===== src/rtl/life_gen_controller.sv =====
// Game-of-Life generation sequencer: reads the front buffer a row at a time,
// applies B3/S23 per row and writes the back buffer, then pulses a buffer swap.
module life_gen_controller #(
   parameter int COLS   = 20,
   parameter int ROWS   = 15,
   parameter int ROW_W  = 4,
   parameter int PERIOD = 30,
   parameter int WRAP   = 1
) (
   input  logic               i_clk,
   input  logic               i_reset,
   input  logic               i_frame_start,
   input  logic               i_enable,
   input  logic               i_step,
   output logic [ROW_W-1:0]   o_rd_row,
   input  logic [COLS-1:0]    i_rd_data,
   output logic               o_wr_en,
   output logic [ROW_W-1:0]   o_wr_row,
   output logic [COLS-1:0]    o_wr_data,
   output logic               o_swap,
   output logic               o_busy,
   output logic [15:0]        o_generation
);

   localparam int               CNT_W    = (PERIOD > 1) ? $clog2(PERIOD) : 1;
   localparam logic [CNT_W-1:0] CNT_LAST = CNT_W'(PERIOD - 1);
   localparam logic [ROW_W-1:0] ROW_LAST = ROW_W'(ROWS - 1);

   typedef enum logic [2:0] {
      IDLE, RD_UP, RD_MID, RD_DN, WRITE, SWAP
   } state_t;

   state_t            state, state_n;
   logic [CNT_W-1:0]  frame_cnt;
   logic              pending;
   logic              period_hit;
   logic              accept;
   logic [ROW_W-1:0]  r, r_n;
   logic [ROW_W-1:0]  rd_row_n;
   logic [COLS-1:0]   up_q, mid_q;
   logic [15:0]       gen_q;
   logic [COLS-1:0]   up_eff, dn_eff;
   logic [COLS+1:0]   up_x, mid_x, dn_x;
   logic [COLS-1:0]   next_row;

   assign period_hit = i_frame_start & i_enable & (frame_cnt == CNT_LAST);
   assign accept     = (state == IDLE) & pending;

   // A request arriving while pending is already set (including the accept
   // cycle) merges into the single queued generation.
   always_ff @(posedge i_clk) begin
      if (i_reset) begin
         frame_cnt <= '0;
         pending   <= 1'b0;
      end else begin
         if (i_frame_start & i_enable)
            frame_cnt <= period_hit ? '0 : frame_cnt + 1'b1;
         if (accept)
            pending <= 1'b0;
         else if (i_step | period_hit)
            pending <= 1'b1;
      end
   end

   always_ff @(posedge i_clk) begin
      if (i_reset) begin
         state    <= IDLE;
         r        <= '0;
         o_rd_row <= '0;
         up_q     <= '0;
         mid_q    <= '0;
         gen_q    <= '0;
      end else begin
         state    <= state_n;
         r        <= r_n;
         o_rd_row <= rd_row_n;
         if (state == RD_MID) up_q  <= i_rd_data;
         if (state == RD_DN)  mid_q <= i_rd_data;
         if (state == SWAP)   gen_q <= gen_q + 1'b1;
      end
   end

   // The read address is registered and set on entry to each read state, so
   // it is stable for the whole state and holds its last value in IDLE.
   always_comb begin
      state_n   = state;
      r_n       = r;
      rd_row_n  = o_rd_row;
      o_wr_en   = 1'b0;
      o_wr_row  = r;
      o_wr_data = next_row;
      o_swap    = 1'b0;
      case (state)
         IDLE: begin
            if (pending) begin
               r_n      = '0;
               rd_row_n = ROW_LAST;
               state_n  = RD_UP;
            end
         end
         RD_UP: begin
            rd_row_n = r;
            state_n  = RD_MID;
         end
         RD_MID: begin
            rd_row_n = (r == ROW_LAST) ? '0 : r + 1'b1;
            state_n  = RD_DN;
         end
         RD_DN: state_n = WRITE;
         WRITE: begin
            o_wr_en = 1'b1;
            if (r == ROW_LAST) begin
               state_n = SWAP;
            end else begin
               r_n      = r + 1'b1;
               rd_row_n = r;
               state_n  = RD_UP;
            end
         end
         SWAP: begin
            o_swap  = 1'b1;
            state_n = IDLE;
         end
         default: state_n = IDLE;
      endcase
   end

   assign o_busy       = (state != IDLE);
   assign o_generation = gen_q;

   // Without wrap, the rows above the top and below the bottom read as dead
   // even though the wrapped read was still issued.
   assign up_eff = ((WRAP == 0) && (r == '0))       ? '0 : up_q;
   assign dn_eff = ((WRAP == 0) && (r == ROW_LAST)) ? '0 : i_rd_data;

   // Extended rows: bit 0 is column -1, bit COLS+1 is column COLS.
   assign up_x  = (WRAP != 0) ? {up_eff[0], up_eff, up_eff[COLS-1]} : {1'b0, up_eff, 1'b0};
   assign mid_x = (WRAP != 0) ? {mid_q[0],  mid_q,  mid_q[COLS-1]}  : {1'b0, mid_q,  1'b0};
   assign dn_x  = (WRAP != 0) ? {dn_eff[0], dn_eff, dn_eff[COLS-1]} : {1'b0, dn_eff, 1'b0};

   for (genvar c = 0; c < COLS; c++) begin : g_cell
      logic [3:0] n;
      assign n = {3'b0, up_x[c]}  + {3'b0, up_x[c+1]} + {3'b0, up_x[c+2]}
               + {3'b0, mid_x[c]}                     + {3'b0, mid_x[c+2]}
               + {3'b0, dn_x[c]}  + {3'b0, dn_x[c+1]} + {3'b0, dn_x[c+2]};
      assign next_row[c] = (n == 4'd3) | (mid_x[c+1] & (n == 4'd2));
   end

endmodule


===== config.mk =====
export PLATFORM = sky130hd
export DESIGN_NAME = life_gen_controller
export DESIGN_NICKNAME = d
export VERILOG_FILES = /design/src/rtl/life_gen_controller.sv
export SDC_FILE = /design/constraint.sdc
export NUM_CORES = 1
export LEC_CHECK = 0
export ABC_AREA = 1
export CAP_MARGIN = 0
export CORE_MARGIN = 3
export CORE_UTILIZATION = 52
export DETAILED_ROUTE_END_ITERATION = 12
export PLACE_DENSITY = 0.81
export SKIP_LAST_GASP = 1
export SYNTH_ARGS = -nofsm -noshare
export SYNTH_HDL_FRONTEND = slang
export SYNTH_SLANG_ARGS = --single-unit

===== constraint.sdc =====
create_clock -name i_clk -period 4.1 [get_ports i_clk]
set_clock_uncertainty 0.2 [all_clocks]
set_input_delay 0.82 -clock i_clk [delete_from_list [all_inputs] [get_ports i_clk]]
set_output_delay 0.82 -clock i_clk [all_outputs]
set_load 0.05 [all_outputs]

-- Yosys cells after proc, flatten, opt, wreduce, memory -nomap -nowiden
Cells that the tools add are included.
- bitwise logic cells: 44
- $add $sub $neg: 143
- eq/ne operators: 49
- reduce and logical (&&, ||, !) cells: 7
- muxes and demuxes: 13
- operators by type and width (operator ; count):
    adder 4 x 1 -> 4 bit ; 80
    equality test 4 x 2 -> 1 bit (second input constant) ; 40
    adder 3 x 1 -> 4 bit ; 20
    adder 2 x 1 -> 3 bit ; 20
    adder 1 x 1 -> 2 bit ; 20
    AND 1 bit ; 23
    OR 1 bit ; 21
    two-way mux 4 bit ; 5
    adder 16 x 1 -> 16 bit (second input constant) ; 1
    one-hot mux 4 bit (4 select lines) ; 1
    one-hot mux 3 bit (5 select lines) ; 1
    one-hot mux 4 bit (2 select lines) ; 1
    equality test 3 x 2 -> 1 bit (second input constant) ; 2
    equality test 3 bit (second input constant) ; 2
    two-way mux 3 bit ; 2
    AND reduction 3 bit ; 2
    adder 5 x 1 -> 5 bit (second input constant) ; 1
    equality test 5 bit (second input constant) ; 1
    two-way mux 5 bit ; 1
    adder 4 x 1 -> 4 bit (second input constant) ; 1
    equality test 4 bit (second input constant) ; 1
    != test 2 bit (second input constant) ; 2
    nonzero test 4 bit ; 1
    equality test 3 x 1 -> 1 bit (second input constant) ; 1
    other kinds (5) ; 6
- logic and storage cells: 264
- output and inout bits: 47
- register bits after elaboration: 73
- bits of input ports: 25

-- Depth between registers and ports, before layout
Gate-level depths: netlist of the first run.
- depth in word-level cells: 10
- depth in mapped cells: 10
- depth with buffers taken out: 10

-- Worst setup path after synthesis of the first run
Ideal clock, no wire load.
- kind: in2out
- start point: in i_rd_data[0]
- end point: out o_wr_data[0]
- path buffers: 0
- stages on the path: 9
- path slack: -849 ps
- data required time: 3080 ps
- arrival time: 3929 ps
- cells stage by stage: inv_1 fa_1 fa_1 fa_1 inv_1 ha_1 fa_1 o221ai_1 a21oi_1
- cells in the longest elaborated chain, start to end: 5
- elaborated cells on any way between the ends: 6
- those cells by class: 2 x add/sub; 2 x eq/ne; 2 x bitwise
- RTL lines (element ; RTL line ; text):
    start: declaration ; 16 ; input logic [COLS-1:0] i_rd_data,
    adder 4 x 1 -> 4 bit (*) (2 in series) ; 145 ; + {3'b0, dn_x[c]} + {3'b0, dn_x[c+1]} + {3'b0, dn_x[c+2]};
    equality test 4 x 2 -> 1 bit ; 146 ; assign next_row[c] = (n == 4'd3) | (mid_x[c+1] & (n == 4'd2));
    AND 1 bit ; 146 ;
    OR 1 bit (*) ; 146 ;
    end: declaration ; 19 ; output logic [COLS-1:0] o_wr_data,
Every way passes the cells marked *; elsewhere a longest branch is shown, timed or not.

-- Final worst setup path of the first run
- start point: in i_rd_data[8]
- end point: out o_wr_data[9]
- cells in the longest elaborated chain, start to end: 6
- elaborated cells on any way between the ends: 7
- those cells by class: 3 x add/sub; 2 x eq/ne; 2 x bitwise
- RTL lines (element ; RTL line):
    adder 4 x 1 -> 4 bit (*) (3 in series) ; 145
    equality test 4 x 2 -> 1 bit ; 146
    AND 1 bit ; 146
    OR 1 bit (*) ; 146
Marked as above.

==> results.py, run 1 <==
metrics = {
    "run_status": {
        "status": "finished with violations",
        "failed_checks": "setup timing",
    },
    "route": {
        "firstDrtPassIters": 5,
        "vias": 5465,
        "drtIter0Drc": 253,
        "drt-total-wl_um": 15400,
        "drc": 0,
        "post_drt_wl_per_cell_um": 14.9,
        "viasPerCell": 5.28,
        "route.antenna.remaining_nets": 0,
    },
    "floorplanning": {
        "die_h_um": 116,
        "start_util_pct": 54.3,
        "die_x_um": 116,
        "ioPinCount": 72,
        "coreArea_um2": 11700,
        "dieArea_um2": 13500,
        "rows": 39,
    },
    "clock_tree": {
        "cts_max_level": 3,
        "cts.sinks": 73,
        "clk_latency_ns": 0.33,
        "hold_buffers": 0,
        "root_buffer": "clkbuf_16",
        "clk_pin_slew_ns": 0.05,
        "cts.path.max_buffers": 2,
        "cts_tree": "done",
        "cts_buffers": 9,
    },
    "power": {
        "combPwrFrac_pct": 64.9,
        "p_leak_nw": 4.04,
        "netSwitchingFraction_pct": 41.4,
        "p_int_mw": 2.76,
        "power_density_nw_per_um2": 530,
        "total_power_mw": 4.70,
        "power.switching_mw": 1.95,
        "seq_power_share_pct": 17.0,
        "ir_worst_vdd_mv": 0.381,
        "p_clk_share_pct": 18.0,
    },
    "setup_path": {
        "crit_arrival_ns": 3.67,
        "crit_type": "in2out",
        "reg2regPathDepth": 5,
        "crit_required_ns": 3.08,
        "crit_buf_inv": 5,
        "crit_chain": "buf_8 -> inv_4 -> buf_4 -> fa_1 -> fa_1 -> fa_1 -> inv_1 -> ha_2 -> fa_1 -> o221ai_2 -> a21oi_4 -> buf_12",
        "cp-end-kind": "output port",
        "max_stage_delay_ns": 0.53,
        "cp_num_cells": 12,
        "reg2reg_from": "state[0]",
        "path_max_fanout": 2,
        "cp_slowest_cell": "fa_1",
        "cp_top_family": "adder cells",
        "crit_top_cell": "fa_1",
        "startpoint": "i_rd_data[8]",
        "critPathLaunchType": "input port",
        "r2r_slack_ns": 1.84,
    },
    "cells_and_area": {
        "seq_area_um2": 1460,
        "drive_above_1_share_pct": 25.8,
        "multi_input_area_um2": 4620,
        "area.growth.synth_to_final_pct": 40.1,
        "final_util_pct": 76.1,
        "nNetsFinal": 1058,
        "instances_no_fill": 1036,
        "final_area_um2": 8870,
        "n_fill_cell": 774,
        "diodes": 0,
    },
    "sta": {
        "setup_ws_ns": -0.587,
        "setup_viol": 20,
        "slew_viol_final": 0,
        "worst_pin_slew_ns": 0.881,
        "hold_viol": 0,
        "fmax_mhz": 213,
        "period_minus_slack_ns": 4.69,
        "period_share_pct": 114,
        "rsz0062_at_grt": "yes",
        "slew_headroom_pct": 41.0,
    },
    "run": {
        "maxCapViolations": 0,
    },
    "placed_design": {
        "place_ws_ns": -1.07,
        "dpl.cell_count": 1003,
        "detailed_place_hpwl_um": 11700,
        "place_area_um2": 8100,
        "numPortBuffers": 71,
        "gp_congestion": 0.838,
    },
    "yosys": {
        "yosysSeqAreaShare_pct": 23.1,
        "netlist_instances": 749,
        "syn-cell-area_um2": 6330,
        "synth_top_cell_area_share_pct": 25.3,
        "syn-num-nets": 919,
        "netlist-cell-type-count": 31,
        "synth.largest_area_cell": "fa_1",
        "synthTopCellsByArea": "fa_1, dfxtp_1, ha_1, inv_1, a21oi_1",
        "synth_warnings": 0,
        "synth.avg_cell_area_um2": 8.46,
        "ys_ff_latch": 73,
    },
    "grt": {
        "overflow": 0,
        "grt_max_degree": 47,
        "grt_util_all_layers_pct": 23.7,
        "grt_pass1_wl_um": 25900,
        "grt_pass1_vias": 5803,
        "antenna_found_initial": 0,
    },
    "worst_hold_path": {
        "worstHoldPathCells": 1,
        "min_from": "frame_cnt[2]",
        "hold_class": "reg2reg",
    },
}
sequential cells by signal, summed over array words and instances (netlist names):
register and cells:
up_eff 20, pending 1, mid_q 20, o_wr_row 4, o_rd_row 4, o_generation 16, frame_cnt 5, state 3
worst paths after layout:
path,end
worst max-delay path,o_wr_data[9]
worst min-delay path,frame_cnt[2]
worst max register to register,o_rd_row[1]
worst min register to register,frame_cnt[2]
placed cells by master (no fill, tap or decap), drive strengths merged, types with 3 or more instances in the layout:
master	instances
a211oi	3
a21oi	74
buf	111
clkbuf	15
clkdlybuf4s50	32
dfxtp	73
fa	80
ha	65
inv	185
nand2	79
nand3	19
nand3b	17
nand4	5
nor2	47
o211a	6
o21ai	53
o221ai	14
xnor2	3
xor2	3
cells in the mapped netlist (all sizes together):
library cell,number
inv,185
fa,80
nand2,79
a21oi,74
dfxtp,73
ha,65
o21ai,53
nor2,47
nand3,19
nand3b,17
o221ai,14
clkbuf,13
o211a,6
nand4,5
a211oi,3
xnor2,3
xor2,3
buf,2
nor3,2
o21a,2
a31oi,1
o21bai,1
o32ai,1
or2,1
power groups by stage:
stage               registers (mW)  clock network, mW  logic (mW)
finish                       0.802              0.849        3.05
global route                 0.807              0.892        3.32
global placement             0.812                  0        2.72
detailed placement           0.816                  0        2.84
floorplan                    0.849                  0        1.79
CTS                          0.801              0.861        3.00
per-stage QoR:
step,TNS [ns],hold slack [ns]
floorplan,-6.86,0.236
global placement,-18.22,0.252
detailed placement,-19.36,0.269
CTS,-11.54,0.278
global route,-11.63,0.303
finish,-10.08,0.271
what timing repair did:
item	4_1_cts	5_1_grt
endpoints found under the setup margin	20	20
pin swaps	77	62
buffers inserted	14	3
gates resized for setup	176	18
cloned	0	0
cells by family (layout without fill, tap and decap cells):
logic type	after synthesis	count (layout)	synth area share [%]
AOI/OAI and AO/OA	155	155	13.9
xor gates and xnor gates	6	6	0.830
adders and majority gates	145	145	38.1
buffers and inverters	200	344	11.9
DFF	73	73	23.1
and+or+nand+nor	170	170	12.2
cell type report:
| cell class | count | area share (%) |
|---|---|---|
| Clock buffer | 15 | 3.36 |
| Clock inverter | 1 | 0.338 |
| Inverter | 185 | 8.45 |
| Multi-Input combinational cell | 476 | 52.0 |
| Sequential cell | 73 | 16.5 |
| Tap cell | 143 | 2.02 |
| Timing Repair Buffer | 143 | 17.3 |
per-layer routing:
metal	track usage (%)	share of wire [%]	vias to the layer above
met4	7.97	2.4	0
met2	45.4	56	136
met3	2.64	2.9	34
met1	27.3	39	2638
met5	0	0	-
li1	-	-	2657
Note: power is estimated with default switching activity, not from simulation.
==> run 2: changes to the inputs <==
--- a/config.mk
+++ b/config.mk
@@ -10,6 +10,7 @@
 export CORE_MARGIN = 3
 export CORE_UTILIZATION = 52
 export DETAILED_ROUTE_END_ITERATION = 12
+export GPL_ROUTABILITY_DRIVEN = 1
 export PLACE_DENSITY = 0.81
 export SKIP_LAST_GASP = 1
 export SYNTH_ARGS = -nofsm -noshare
==> results of run 2 <==
The final DEF is identical to that of run 1; final timing and power are the same.
